--- src/rtl/uart8_oversampled_receiver.sv ---
// uart8_oversampled_receiver: 8N1 serial receiver for the Uart8 link.
// It runs on the system clock and advances on a clock-enable tick at
// OVERSAMPLE ticks per bit. Each bit is sampled near mid-bit with a 3-sample
// majority vote. Received bytes are held in a one-entry valid/ready register.
//
// Optional feature: define UART_RX_PARITY_EN to add one parity bit between the
// data bits and the stop bit. This adds the PARITY_ODD parameter and the
// parityErr output.
//
// Ports:
//   clk        system clock, rising edge
//   rstN       synchronous active-low reset
//   en         receiver enable; low aborts any frame in progress
//   in         asynchronous serial line, idles high
//   out[7:0]   received byte, LSB received first
//   valid      out holds an unconsumed byte
//   ready      consumer takes the byte when valid && ready
//   busy       a frame is in progress
//   frameErr   one-cycle pulse: stop bit sampled low
//   overrun    one-cycle pulse: completed byte dropped, holding register full
//   parityErr  (UART_RX_PARITY_EN only) one-cycle pulse: parity mismatch
module uart8_oversampled_receiver #(
    parameter int unsigned CLOCK_RATE = 100000000,
    parameter int unsigned BAUD_RATE  = 9600,
    parameter int unsigned OVERSAMPLE = 16     // even, >= 8
`ifdef UART_RX_PARITY_EN
    ,
    parameter bit          PARITY_ODD = 1'b0   // 0 = even parity
`endif
) (
    input  logic       clk,
    input  logic       rstN,
    input  logic       en,
    input  logic       in,
    output logic [7:0] out,
    output logic       valid,
    input  logic       ready,
    output logic       busy,
    output logic       frameErr,
`ifdef UART_RX_PARITY_EN
    output logic       parityErr,
`endif
    output logic       overrun
);

    localparam int unsigned DIV   = CLOCK_RATE / (BAUD_RATE * OVERSAMPLE);
    localparam int unsigned DIV_W = (DIV > 1) ? $clog2(DIV) : 1;
    localparam int unsigned SC_W  = $clog2(OVERSAMPLE);
    localparam int unsigned BIT_W = $clog2(8);
    localparam int unsigned MID   = OVERSAMPLE / 2;

    localparam logic [DIV_W-1:0] DIV_LAST    = DIV_W'(DIV - 1);
    localparam logic [SC_W-1:0]  SC_VOTE_LO  = SC_W'(MID - 1);
    localparam logic [SC_W-1:0]  SC_VOTE_MID = SC_W'(MID);
    localparam logic [SC_W-1:0]  SC_VOTE_HI  = SC_W'(MID + 1);
    localparam logic [SC_W-1:0]  SC_LAST     = SC_W'(OVERSAMPLE - 1);
    localparam logic [BIT_W-1:0] BIT_LAST    = BIT_W'(7);

    typedef enum logic [2:0] {
        ST_IDLE,
        ST_START,
        ST_DATA,
`ifdef UART_RX_PARITY_EN
        ST_PARITY,
`endif
        ST_STOP,
        ST_WAIT_HIGH
    } state_t;

    state_t           state;
    logic [DIV_W-1:0] tick_cnt;
    logic             tick;
    logic             sync_q;
    logic             s;
    logic [SC_W-1:0]  sc;
    logic [BIT_W-1:0] bit_cnt;
    logic [7:0]       shift;
    logic [1:0]       samp;
    logic             vote;
    logic             byte_ok;

    // Oversample tick generator; free-running regardless of en.
    assign tick = (tick_cnt == DIV_LAST);

    always_ff @(posedge clk) begin
        if (!rstN) begin
            tick_cnt <= '0;
        end else if (tick) begin
            tick_cnt <= '0;
        end else begin
            tick_cnt <= tick_cnt + DIV_W'(1);
        end
    end

    // Two-flop synchronizer for the asynchronous line; reset to the idle level.
    always_ff @(posedge clk) begin
        if (!rstN) begin
            sync_q <= 1'b1;
            s      <= 1'b1;
        end else begin
            sync_q <= in;
            s      <= sync_q;
        end
    end

    // Majority of the two stored samples and the live sample at sc = MID+1.
    assign vote = (samp[0] & samp[1]) | (samp[0] & s) | (samp[1] & s);

`ifdef UART_RX_PARITY_EN
    logic par_bad;
    assign byte_ok = !par_bad;
`else
    assign byte_ok = 1'b1;
`endif

    // Receive FSM, sample counters and output holding register.
    always_ff @(posedge clk) begin
        if (!rstN) begin
            state    <= ST_IDLE;
            sc       <= '0;
            bit_cnt  <= '0;
            shift    <= '0;
            samp     <= 2'b11;
            out      <= '0;
            valid    <= 1'b0;
            busy     <= 1'b0;
            frameErr <= 1'b0;
            overrun  <= 1'b0;
`ifdef UART_RX_PARITY_EN
            par_bad   <= 1'b0;
            parityErr <= 1'b0;
`endif
        end else begin
            frameErr <= 1'b0;
            overrun  <= 1'b0;
`ifdef UART_RX_PARITY_EN
            parityErr <= 1'b0;
`endif
            // Consumer handshake; a byte completing on this edge overrides it.
            if (valid && ready) begin
                valid <= 1'b0;
            end

            if (!en) begin
                state <= ST_IDLE;
                busy  <= 1'b0;
                sc    <= '0;
            end else if (tick) begin
                sc <= (sc == SC_LAST) ? '0 : sc + SC_W'(1);
                if (sc == SC_VOTE_LO) begin
                    samp[0] <= s;
                end
                if (sc == SC_VOTE_MID) begin
                    samp[1] <= s;
                end

                unique case (state)
                    ST_IDLE: begin
                        if (!s) begin
                            state <= ST_START;
                            sc    <= '0;
                            busy  <= 1'b1;
                        end
                    end
                    ST_START: begin
                        if ((sc == SC_VOTE_HI) && vote) begin
                            state <= ST_IDLE;
                            busy  <= 1'b0;
                        end else if (sc == SC_LAST) begin
                            state   <= ST_DATA;
                            bit_cnt <= '0;
                        end
                    end
                    ST_DATA: begin
                        if (sc == SC_VOTE_HI) begin
                            shift <= {vote, shift[7:1]};
                        end
                        if (sc == SC_LAST) begin
                            bit_cnt <= bit_cnt + BIT_W'(1);
                            if (bit_cnt == BIT_LAST) begin
`ifdef UART_RX_PARITY_EN
                                state <= ST_PARITY;
`else
                                state <= ST_STOP;
`endif
                            end
                        end
                    end
`ifdef UART_RX_PARITY_EN
                    ST_PARITY: begin
                        if (sc == SC_VOTE_HI) begin
                            par_bad   <= (vote != ((^shift) ^ PARITY_ODD));
                            parityErr <= (vote != ((^shift) ^ PARITY_ODD));
                        end
                        if (sc == SC_LAST) begin
                            state <= ST_STOP;
                        end
                    end
`endif
                    ST_STOP: begin
                        // Resolve at mid-stop so a back-to-back start edge is caught.
                        if (sc == SC_VOTE_HI) begin
                            if (!vote) begin
                                frameErr <= 1'b1;
                                state    <= ST_WAIT_HIGH;
                            end else begin
                                state <= ST_IDLE;
                                busy  <= 1'b0;
                                if (byte_ok) begin
                                    if (valid && !ready) begin
                                        overrun <= 1'b1;
                                    end else begin
                                        out   <= shift;
                                        valid <= 1'b1;
                                    end
                                end
                            end
                        end
                    end
                    ST_WAIT_HIGH: begin
                        // Hold off until the line returns high so a break cannot retrigger.
                        if (s) begin
                            state <= ST_IDLE;
                            busy  <= 1'b0;
                        end
                    end
                    default: begin
                        state <= ST_IDLE;
                        busy  <= 1'b0;
                    end
                endcase
            end
        end
    end

endmodule

--- config.mk ---
export PLATFORM = sky130hd
export DESIGN_NAME = uart8_oversampled_receiver
export DESIGN_NICKNAME = d
export VERILOG_FILES = /design/src/rtl/uart8_oversampled_receiver.sv
export SDC_FILE = /design/constraint.sdc
export NUM_CORES = 1
export LEC_CHECK = 0
export ABC_AREA = 1
export BUFFER_PORTS_ARGS = -buffer_cell sky130_fd_sc_hd__buf_4
export CAP_MARGIN = 20
export CORE_MARGIN = 8
export CORE_UTILIZATION = 56
export DETAILED_ROUTE_END_ITERATION = 6
export PLACE_DENSITY_LB_ADDON = 0.1
export SLEW_MARGIN = 20
export SYNTH_ARGS = -nofsm -noshare
export SYNTH_HDL_FRONTEND = slang
export SYNTH_SLANG_ARGS = --single-unit
export TNS_END_PERCENT = 50
--- constraint.sdc ---
create_clock -name clk -period 1.7 [get_ports clk]
set_clock_uncertainty 0.1 [all_clocks]
set_input_delay 0.085 -clock clk [delete_from_list [all_inputs] [get_ports clk]]
set_output_delay 0.085 -clock clk [all_outputs]
set_load 0.05 [all_outputs]
==> run_results.csv <==
group,metric,value,unit
run_status,outcome,"complete, no violations",
critical_path,critPathKind,"reg -> reg",
sta,rsz0062_at_grt,"true",
sta,fmax,614,MHz
power,power.static_leakage,1.10,nW
clock_network,cts-root-buf,"clkbuf_8",
grt,grt_overflow,0,
route,drtIter0Drc,102,
sta,hold_viol,0,
grt,grt_pass1_wl,8050,µm
critical_path,crit_path_start_kind,"flip-flop",
critical_path,crit_end,"shift[6]",
placement,hpwl,3490,µm
logic_synthesis,netlist_instances,305,
critical_path,critical_path.startpoint,"tick_cnt[0]",
die,num_rows,23,
logic_synthesis,synth.yosys.seq_area_share,39.5,%
logic_synthesis,syn_area,0.00223,mm²
placement,dpl-instance-area,0.00244,mm²
grt,grt_max_degree,24,
clock_network,numCtsBuffers,5,
critical_path,reg2reg_slack,0.07,ns
route,vias,1995,
clock_network,clk_pin_slew,0.08,ns
critical_path,arrival,1.76,ns
critical_path,r2r_end,"shift[6]",
critical_path,required,1.83,ns
layout,final_area,0.00266,mm²
critical_path,r2r.worst_path.cells,9,
worst_hold_path,hold_class,"in -> reg",
sta,finalWorstSetupSlack,0.0701,ns
grt,grt_usage,15.7,%
clock_network,clk_latency,0.29,ns
route,vias_per_cell,5.16,
logic_synthesis,ys_types,32,
sta,min_period,1.63,ns
route,drc,0,
route,drtAntennaViolNets,0,
power,powerDensity,677,mW/mm²
sta,report.final.slew_viol_count,0,
clock_network,clock_path_buffers,2,
die,start_util,57.0,%
layout,drive_gt1_share,23.7,%
die,die-area,0.00626,mm²
layout,fillers,344,
die,dieHeight,79.1,µm
die,io_pins,17,
placement,pre_cts_ws,-0.00170,ns
logic_synthesis,postSynthAreaPerCell,7.31,µm²
sta,period_share,95.9,%
placement,place_congestion,0.850,
placement,numPortBuffers,16,
placement,placed_cells,374,
route,wl_per_cell,12.4,µm
sta,setup_violations,0,
critical_path,end_kind,"flip-flop",
critical_path,path_max_fanout,4,
layout,antenna_cells,0,
clock_network,cts-htree-levels,2,
logic_synthesis,synth-seq-cells,44,
grt,grt_pass1_vias,1815,
die,core-area,0.00391,mm²
logic_synthesis,syn_nets,317,
run,cap_violations,0,
clock_network,clock-sinks,44,
sta,fin_hold_ws,0.0366,ns
route,drt_wl_total,4800,µm
die,fp.dieW,79.1,µm
grt,antenna_found_initial,0,
critical_path,timing.rr.start,"tick_cnt[0]",
logic_synthesis,synth_warnings,0,
route,dr.pass1.iters,4,
layout,layout-area-overhead-vs-synth,19.0,%
clock_network,cts_tree,"built",
sta,worst_pin_slew,0.365,ns
layout,stdcell_count,387,
layout,final_nets,348,
power,total_power,1.80,mW
sta,slew_headroom,75.6,%
power,vdd.ir_drop.worst,0.000674,V
through the flow:
| step | setup TNS, ns | utilization (%) |
|---|---|---|
| after floorplan | 0 | - |
| after global routing | -0.184 | 67.8 |
| final | 0 | 67.8 |
| after detailed placement | -0.00170 | 62.4 |
| after CTS | 0 | 65.1 |
| after global placement | 0 | 62.4 |
sequential cells by signal (all words and copies together), names as in the netlist:
signal / flops
frameErr: 1
samp: 2
valid: 1
s: 1
bit_cnt: 3
state: 3
busy: 1
sc: 4
sync_q: 1
overrun: 1
out: 8
tick_cnt: 10
shift: 8
synthesized netlist by cell type:
cell type | number | area share (%)
or2_2 | 2 | 0.56
nor3b_1 | 2 | 0.67
xor2_1 | 1 | 0.39
nor2_2 | 6 | 1.7
a21oi_1 | 14 | 3.1
or3_1 | 1 | 0.28
inv_1 | 30 | 5.0
nand3b_1 | 9 | 3.0
clkbuf_1 | 1 | 0.17
inv_2 | 7 | 1.2
dfxtp_1 | 44 | 39
o21bai_1 | 1 | 0.34
ha_1 | 7 | 3.9
nand3_4 | 3 | 2.4
a211oi_1 | 2 | 0.67
nand4_1 | 7 | 2.0
nor2_1 | 58 | 9.8
nand3_1 | 15 | 3.4
clkinv_1 | 1 | 0.17
and3_1 | 1 | 0.28
nand3_2 | 1 | 0.45
o21ai_0 | 14 | 3.1
nor3_4 | 1 | 0.73
nand4_4 | 1 | 0.95
o21ai_1 | 1 | 0.22
buf_2 | 1 | 0.22
nor3b_2 | 1 | 0.56
nand2_2 | 3 | 0.84
nand2_1 | 59 | 9.9
nor3_1 | 3 | 0.67
nor2_4 | 7 | 3.5
nor4_1 | 1 | 0.28
logic make-up (layout without fill, tap and decap cells):
| family | count (synthesis) | after routing | synth area share, % |
|---|---|---|---|
| flops | 44 | 44 | 39.5 |
| fa+ha+maj | 7 | 7 | 3.93 |
| simple gates | 181 | 182 | 41.9 |
| compound gates | 32 | 32 | 7.52 |
| xor+xnor | 1 | 1 | 0.393 |
| buf+inv | 40 | 71 | 6.79 |
what timing repair did:
item                       in CTS  in global routing
hold buffers                    1                  0
resized for setup               1                 27
buffers inserted                0                  3
pin swaps                       0                 11
hold endpoints to repair        1                  0
setup endpoints to repair       1                 27
cloned                          0                  1
final cells by class:
type                    count  area (µm²)  area share [%]
repair buffers             25         201            7.59
clock buffers               7        86.3            3.25
inverters                  38         145            5.47
clock inverters             1        7.51           0.283
well taps                  50        62.6            2.36
multi-input cells         222        1270            47.8
flip-flops and latches     44         883            33.3
critical path, stage by stage, from the launching register on:
cell and delay (ns):
dfxtp_2 0.34, inv_2 0.06, ha_4 0.13, nand2_2 0.06, nor2_4 0.19, nand4_4 0.16
nor2_4 0.22, buf_6 0.14, o21ai_0 0.06, nor2_1 0.11
where the power goes:
group | switching, mW | leakage (nW) | internal, mW
Combinational | 0.0436 | 0.699 | 0.0269
Sequential | 0.00845 | 0.356 | 1.04
Clock | 0.349 | 0.0445 | 0.330
Total | 0.401 | 1.10 | 1.40
cells in the final DEF, fill, tap and decap left out, types with 3 or more instances in the layout:
master     n
a21oi_1   13
buf_4     21
buf_6      3
clkbuf_8   6
dfxtp_1   42
ha_1       6
inv_1     28
inv_2      8
nand2_1   56
nand2_2    4
nand3_1   13
nand3_2    3
nand3_4    3
nand3b_1   9
nand4_1    7
nor2_1    55
nor2_2     9
nor2_4     8
nor3_1     3
o21ai_0   10
o21ai_1    3
metal layers:
| metal | global-route usage, % | vias up | share of wire, % | routed length, µm |
|---|---|---|---|---|
| met3 | 4.40 | 4 | 3.6 | 172 |
| li1 | - | 1048 | - | - |
| met2 | 25.1 | 25 | 47 | 2240 |
| met5 | 0 | - | 0 | 0 |
| met1 | 19.4 | 918 | 49 | 2340 |
| met4 | 6.11 | 0 | 1.1 | 55 |
worst min path at each step:
stage | startpoint | to | slack, ns | depth (start not counted)
3_5_place_dp | in | sync_q | 0.18 | 2
4_1_cts | rstN | samp[0] | 0.03 | 2
5_1_grt | rstN | samp[0] | 0.03 | 2
2_1_floorplan | in | sync_q | 0.09 | 1
6_report | rstN | samp[0] | 0.04 | 2
3_3_place_gp | in | sync_q | 0.18 | 2
No activity file was read; power rests on OpenSTA's default activity.
